`src/rtl/serial_subtractor.sv`:
```
`default_nettype none
// ============================================================================
// Module   : serial_subtractor
// Brief    : Bit-serial N-bit subtractor (a - b mod 2^N, borrow) with
//            start/busy/done handshake, LSB first through one full-subtractor.
// Revision : 1.0  initial release
// ============================================================================
module serial_subtractor #(
  parameter int N = 4
) (
  input  logic         clk,
  input  logic         rst_n,
  input  logic         start,
  input  logic [N-1:0] a,
  input  logic [N-1:0] b,
  output logic [N-1:0] diff,
  output logic         borrow,
  output logic         busy,
  output logic         done
);

  localparam int              CW     = (N > 1) ? $clog2(N + 1) : 1;
  localparam logic [CW-1:0]   C_LAST = CW'(N - 1);
  localparam logic [CW-1:0]   C_ONE  = CW'(1);

  localparam logic [1:0] S_IDLE = 2'd0;
  localparam logic [1:0] S_SUB  = 2'd1;
  localparam logic [1:0] S_DONE = 2'd2;

  logic [1:0]    state_q,  state_d;
  logic [N-1:0]  a_q,      a_d;
  logic [N-1:0]  b_q,      b_d;
  logic [N-1:0]  dsr_q,    dsr_d;
  logic          br_q,     br_d;
  logic [CW-1:0] cnt_q,    cnt_d;
  logic [N-1:0]  diff_q,   diff_d;
  logic          borrow_q, borrow_d;

  logic          cell_x, cell_y, cell_d, cell_bout;
  logic [N-1:0]  dsr_next, a_shift, b_shift;

  assign cell_x    = a_q[0];
  assign cell_y    = b_q[0];
  assign cell_d    = cell_x ^ cell_y ^ br_q;
  assign cell_bout = (~cell_x & cell_y) | (~(cell_x ^ cell_y) & br_q);

  // A one-bit datapath has nothing to shift down, so it is handled apart.
  generate
    if (N == 1) begin : g_narrow
      assign dsr_next = cell_d;
      assign a_shift  = 1'b0;
      assign b_shift  = 1'b0;
    end else begin : g_wide
      assign dsr_next = {cell_d, dsr_q[N-1:1]};
      assign a_shift  = {1'b0, a_q[N-1:1]};
      assign b_shift  = {1'b0, b_q[N-1:1]};
    end
  endgenerate

  always_comb begin
    state_d  = state_q;
    a_d      = a_q;
    b_d      = b_q;
    dsr_d    = dsr_q;
    br_d     = br_q;
    cnt_d    = cnt_q;
    diff_d   = diff_q;
    borrow_d = borrow_q;
    case (state_q)
      S_IDLE: begin
        if (start) begin
          a_d     = a;
          b_d     = b;
          br_d    = 1'b0;
          dsr_d   = '0;
          cnt_d   = '0;
          state_d = S_SUB;
        end
      end
      S_SUB: begin
        dsr_d = dsr_next;
        br_d  = cell_bout;
        a_d   = a_shift;
        b_d   = b_shift;
        cnt_d = cnt_q + C_ONE;
        // Result registers are only written here, so they never show partials.
        if (cnt_q == C_LAST) begin
          state_d  = S_DONE;
          diff_d   = dsr_next;
          borrow_d = cell_bout;
        end
      end
      S_DONE: begin
        state_d = S_IDLE;
      end
      default: begin
        state_d = S_IDLE;
      end
    endcase
  end

  always_ff @(posedge clk or negedge rst_n) begin
    if (!rst_n) begin
      state_q  <= S_IDLE;
      a_q      <= '0;
      b_q      <= '0;
      dsr_q    <= '0;
      br_q     <= 1'b0;
      cnt_q    <= '0;
      diff_q   <= '0;
      borrow_q <= 1'b0;
    end else begin
      state_q  <= state_d;
      a_q      <= a_d;
      b_q      <= b_d;
      dsr_q    <= dsr_d;
      br_q     <= br_d;
      cnt_q    <= cnt_d;
      diff_q   <= diff_d;
      borrow_q <= borrow_d;
    end
  end

  assign diff   = diff_q;
  assign borrow = borrow_q;
  assign busy   = (state_q != S_IDLE);
  assign done   = (state_q == S_DONE);

endmodule
`default_nettype wire

```
`config.mk`:
```
export PLATFORM = sky130hd
export DESIGN_NAME = serial_subtractor
export DESIGN_NICKNAME = d
export VERILOG_FILES = /design/src/rtl/serial_subtractor.sv
export SDC_FILE = /design/constraint.sdc
export NUM_CORES = 1
export LEC_CHECK = 0
export ABC_AREA = 1
export CAP_MARGIN = 40
export CORE_UTILIZATION = 54
export DETAILED_ROUTE_END_ITERATION = 10
export DONT_BUFFER_PORTS = 1
export PLACE_DENSITY_LB_ADDON = 0.25
export SYNTH_ARGS = -nofsm -noshare
export SYNTH_HDL_FRONTEND = slang
export SYNTH_SLANG_ARGS = --single-unit
```
`constraint.sdc`:
```
create_clock -name clk -period 1.3 [get_ports clk]
set_clock_uncertainty 0.2 [all_clocks]
set_input_delay 0.13 -clock clk [delete_from_list [all_inputs] [get_ports clk]]
set_output_delay 0.13 -clock clk [all_outputs]
set_load 0.05 [all_outputs]
```
### Word-level counts from Yosys, hierarchy flattened

Cells that the tools add are included.

* flip-flop bits (word level): 23

* bitwise operators: 7
* reductions and logical operators: 6
* equality and inequality tests: 5
* $add $sub $neg: 1
* mux-type cells: 13

Operators by type and width (count)
* $pmux W4 S2: 3
* $mux W4: 3
* $pmux W3 S2: 1
* $reduce_and A2 Y1: 3
* $mux W2: 2
* $ne A2 B2 Y1 const B: 2
* $pmux W2 S2: 1
* $reduce_bool A2 Y1: 2
* $add A3 B1 Y3 const B: 1
* $eq A3 B2 Y1 const B: 1
* $mux W3: 1
* $and A1 B1 Y1: 2
* $eq A2 B1 Y1 const B: 1
* $eq A2 B2 Y1 const B: 1
* $logic_not A2 Y1: 1
* $not A1 Y1: 2
* $pmux W1 S2: 1
* $xor A1 B1 Y1: 2
* $mux W1: 1
* $or A1 B1 Y1: 1

### Logic depth before layout (Yosys ltp)

* depth in word-level cells: 5
* depth in mapped cells: 6
* gate-level depth less buffers: 6

### Worst setup path after synthesis

OpenSTA, ideal clock, no wires.

* kind: register to output
* from: register state_q[0]
* to: output done
* data required time: 0.970 ns
* setup slack: -0.284 ns
* arrival: 1.254 ns
* buffers on the path: 1
* cell stages (with the launch flop): 3
* cells stage by stage: dfrtp_1 buf_4 nor2_1

* cells in the longest elaborated chain, start to end: 1

RTL lines
* start, declared: RTL line 30 `logic [1:0] state_q, state_d;`
* start signal, assigned: RTL line 113 `state_q <= state_d;`
* $eq A2 B2 Y1: RTL line 127 `assign done = (state_q == S_DONE);`
* end, declared: RTL line 19 `output logic done`

Every way passes these cells.

### Worst setup path in the final report

* from: register state_q[1]
* to: register a_q[2]

* cells in the longest elaborated chain, start to end: 3

RTL lines
* $eq A2 B1 Y1 or $logic_not A2 Y1 (tied branches): RTL line 69 `case (state_q)`
* $reduce_bool A2 Y1 (no line) or $ne A2 B2 Y1 (tied branches)
* $reduce_and A2 Y1 (no line)
* end signal, assigned: RTL line 105 `a_q <= '0;`
* end signal, assigned: RTL line 114 `a_q <= a_d;`
* end, declared: RTL line 31 `logic [N-1:0] a_q, a_d;`

Several ways; a longest one is shown, not always the timed one.
A chain may end at the register's enable or synchronous reset.

==> results.md <==
- Clk root buf: clkbuf_4
- Most frequent cells in the layout: nand2_1 (34), dfrtp_1 (21), inv_1 (17), buf_4 (15), dlygate4sd3_1 (11)
- Setup Crit Path Kind: reg2reg
- Slew Limit Fails: 0
- Grt total ovfl: 0
- DR iter-0 viols: 42
- Die width: 45.7 um
- GRT Total Usage: 0.277
- Rows: 15
- Slowest CP cell: dfrtp_1
- Worst-path cell chain: inv_2 > buf_4 > buf_6 > nand2_8 > buf_8 > nand2_1 > nand3_1 > nand2_1
- Yosys cell types: 19
- PortBufs: 0
- Antenna cells: 0
- Reg2reg end: a_q[2]$_DFFE_PN0P_
- Via density per instance: 5.49
- CTS tree: built
- Initial Util: 0.585
- Post-layout minimum cycle time: 1.55 ns
- Routed Antenna Nets: 0
- I/O pin count: 18
- GP Congestion: 0.796
- Peak Freq: 644 MHz
- CP max FO: 8
- Largest net degree at the start of global routing: 23
- Synth Instances: 118
- Synthesized area per cell: 8.75 sq um
- CTS max path bufs: 2
- Routed via count: 1021
- Hold Violations, Final: 0
- VDD IR-drop max: 2090 uV
- Type of origin of the critical path: flop
- Initial antenna violation count: 0
- Die H: 45.7 um
- Worst path arrival time: 1.62 ns
- Max-cap violations: 0
- Core Region: 0.00176 sq mm
- # DRC: 0
- Routed WL: 3.59 mm
- RSZ-0062 raised after global routing: true
- Wire per inst: 19.3 um
- Outcome: finished, violations left
- Total Power: 4650 uW
- Vias in the first global route: 879
- Seq cells post-synth: 22
- Pwr dens: 2850 mW/mm^2
- Area growth from synthesis to layout: 58.1%
- Hold WC Path Type: reg2reg
- R2r setup slk: -0.25 ns
- Commonest non-fill, non-tap cell in the layout: nand2_1
- Nets: 176
- Clock Sinks: 22
- Worst reg2reg path depth: 8
- Final setup fails: 23
- Seq/Total Area, Yosys: 0.533
- Worst path required time: 1.37 ns
- Setup TNS: -3.19 ns
- Core Util, Final: 0.925
- H-tree depth: 1
- Worst hold stages: 2
- Syn_nets: 132
- DP HPWL: 1.36 mm
- Worst hold path startpoint: b_q[1]$_DFFE_PN0P_
- Worst skew pair latency: 0.32 ns
- Final worst slack: -0.253 ns
- Slew @ Worst Pin: 0.405 ns
- First-pass GRT wire length: 3.93 mm
- CP most frequent cell: nand2_1
- Worst setup EP type: flop
- Share of layout cells above drive strength 1: 0.398
- Final period util: 1.19
- Worst hold endpoint: b_q[1]$_DFFE_PN0P_
- CP max stage delay: 0.42 ns
- Netlist area before placement: 0.00103 sq mm
- Die Area: 0.00209 sq mm
- Drt pass-1 iters: 4
- Clock-pin slew on the worst setup and hold paths: 0.13 ns
- Failing checks: negative setup slack
- Ys Warns: 0
- Static Leakage: 0.000822 uW
- Max_slew headroom: 0.729
- CTS buffer count: 3
- Reg-to-Reg Start: state_q[1]$_DFFE_PN0P_
## metal layers
layer	share of wire	track usage
met4	0.032	0.124
met1	0.39	0.356
met5	0	0
met2	0.52	0.446
met3	0.055	0.0635
## power by group
part	switching, uW	internal, uW	leakage [uW]	total, uW
Clock	226	312	0.0000279	538
Sequential	212	993	0.000277	1210
Combinational	1700	1210	0.000518	2900
Total	2140	2510	0.000822	4650
## worst max path at each step
stage,startpoint,endpoint,depth (start not counted)
5_1_grt,state_q[1]$_DFFE_PN0P_,a_q[2]$_DFFE_PN0P_,8
3_3_place_gp,br_q$_DFFE_PN0P_,dsr_q[3]$_DFFE_PN0P_,4
3_5_place_dp,br_q$_DFFE_PN0P_,dsr_q[3]$_DFFE_PN0P_,4
2_1_floorplan,br_q$_DFFE_PN0P_,dsr_q[3]$_DFFE_PN0P_,4
6_report,state_q[1]$_DFFE_PN0P_,a_q[2]$_DFFE_PN0P_,8
4_1_cts,state_q[0]$_DFFE_PN0P_,done,3
## synthesized netlist by cell type
library cell,instances,share of area
a21oi_1,1,0.0048
inv_2,3,0.011
inv_1,18,0.065
o21ai_2,3,0.025
o21ai_4,1,0.016
o21ai_0,4,0.019
nand2_2,1,0.0061
nor2_1,3,0.011
nand2_1,43,0.16
ha_1,2,0.024
o21ai_1,4,0.019
buf_6,1,0.011
a21oi_2,1,0.0085
nand3_1,6,0.029
nand2_4,2,0.022
nor2_4,1,0.011
buf_4,1,0.0073
fa_1,1,0.019
dfrtp_1,22,0.53
## registers in the layout, indices dropped and copies added (netlist names)
signal,flops
cnt_q,3
borrow,1
b_q,4
dsr_q,3
a_q,4
diff,4
state_q,2
br_q,1
## timing repair
action,4_1_cts,5_1_grt
pin swaps,4,10
gates resized for setup,8,33
setup buffers,5,7
gates cloned,2,1
hold buffers,10,1
hold endpoints to repair,38,3
setup endpoints to repair,17,23
## per-stage QoR
stage          setup WS, ns  cells  hold slack, ns  instance area [sq um]
6_report             -0.253    186           0.313                   1630
5_1_grt              -0.291    186           0.326                   1630
4_1_cts              -0.165    177           0.228                   1420
3_5_place_dp        -0.0714    156          -0.365                   1190
3_3_place_gp        -0.0267    156          -0.365                   1190
2_1_floorplan       0.00722    118          -0.366                   1040
## layout make-up
class                   count  area [sq um]
repair buffers             38           383
well taps                  25          31.3
fillers                    56           133
clock inverters             1          30.0
clock buffers               3          22.5
multi-input cells          76           534
flip-flops and latches     22           552
inverters                  21          78.8
## worst max-delay path: cells and delay by family (launching register included)
family	cells	cell delay [ns]
flip-flops	1	0.42
AND/OR/NAND/NOR	4	0.35
buffers and inverters	4	0.52
## cells by family after synthesis
kind of cell / synth area share
AO/OA/AOI/OAI: 0.0933
buffers and inverters: 0.0945
flip-flops: 0.533
adder cells (fa/ha/maj): 0.0436
AND/OR/NAND/NOR: 0.235
Note: power is estimated with default switching activity, not from simulation.
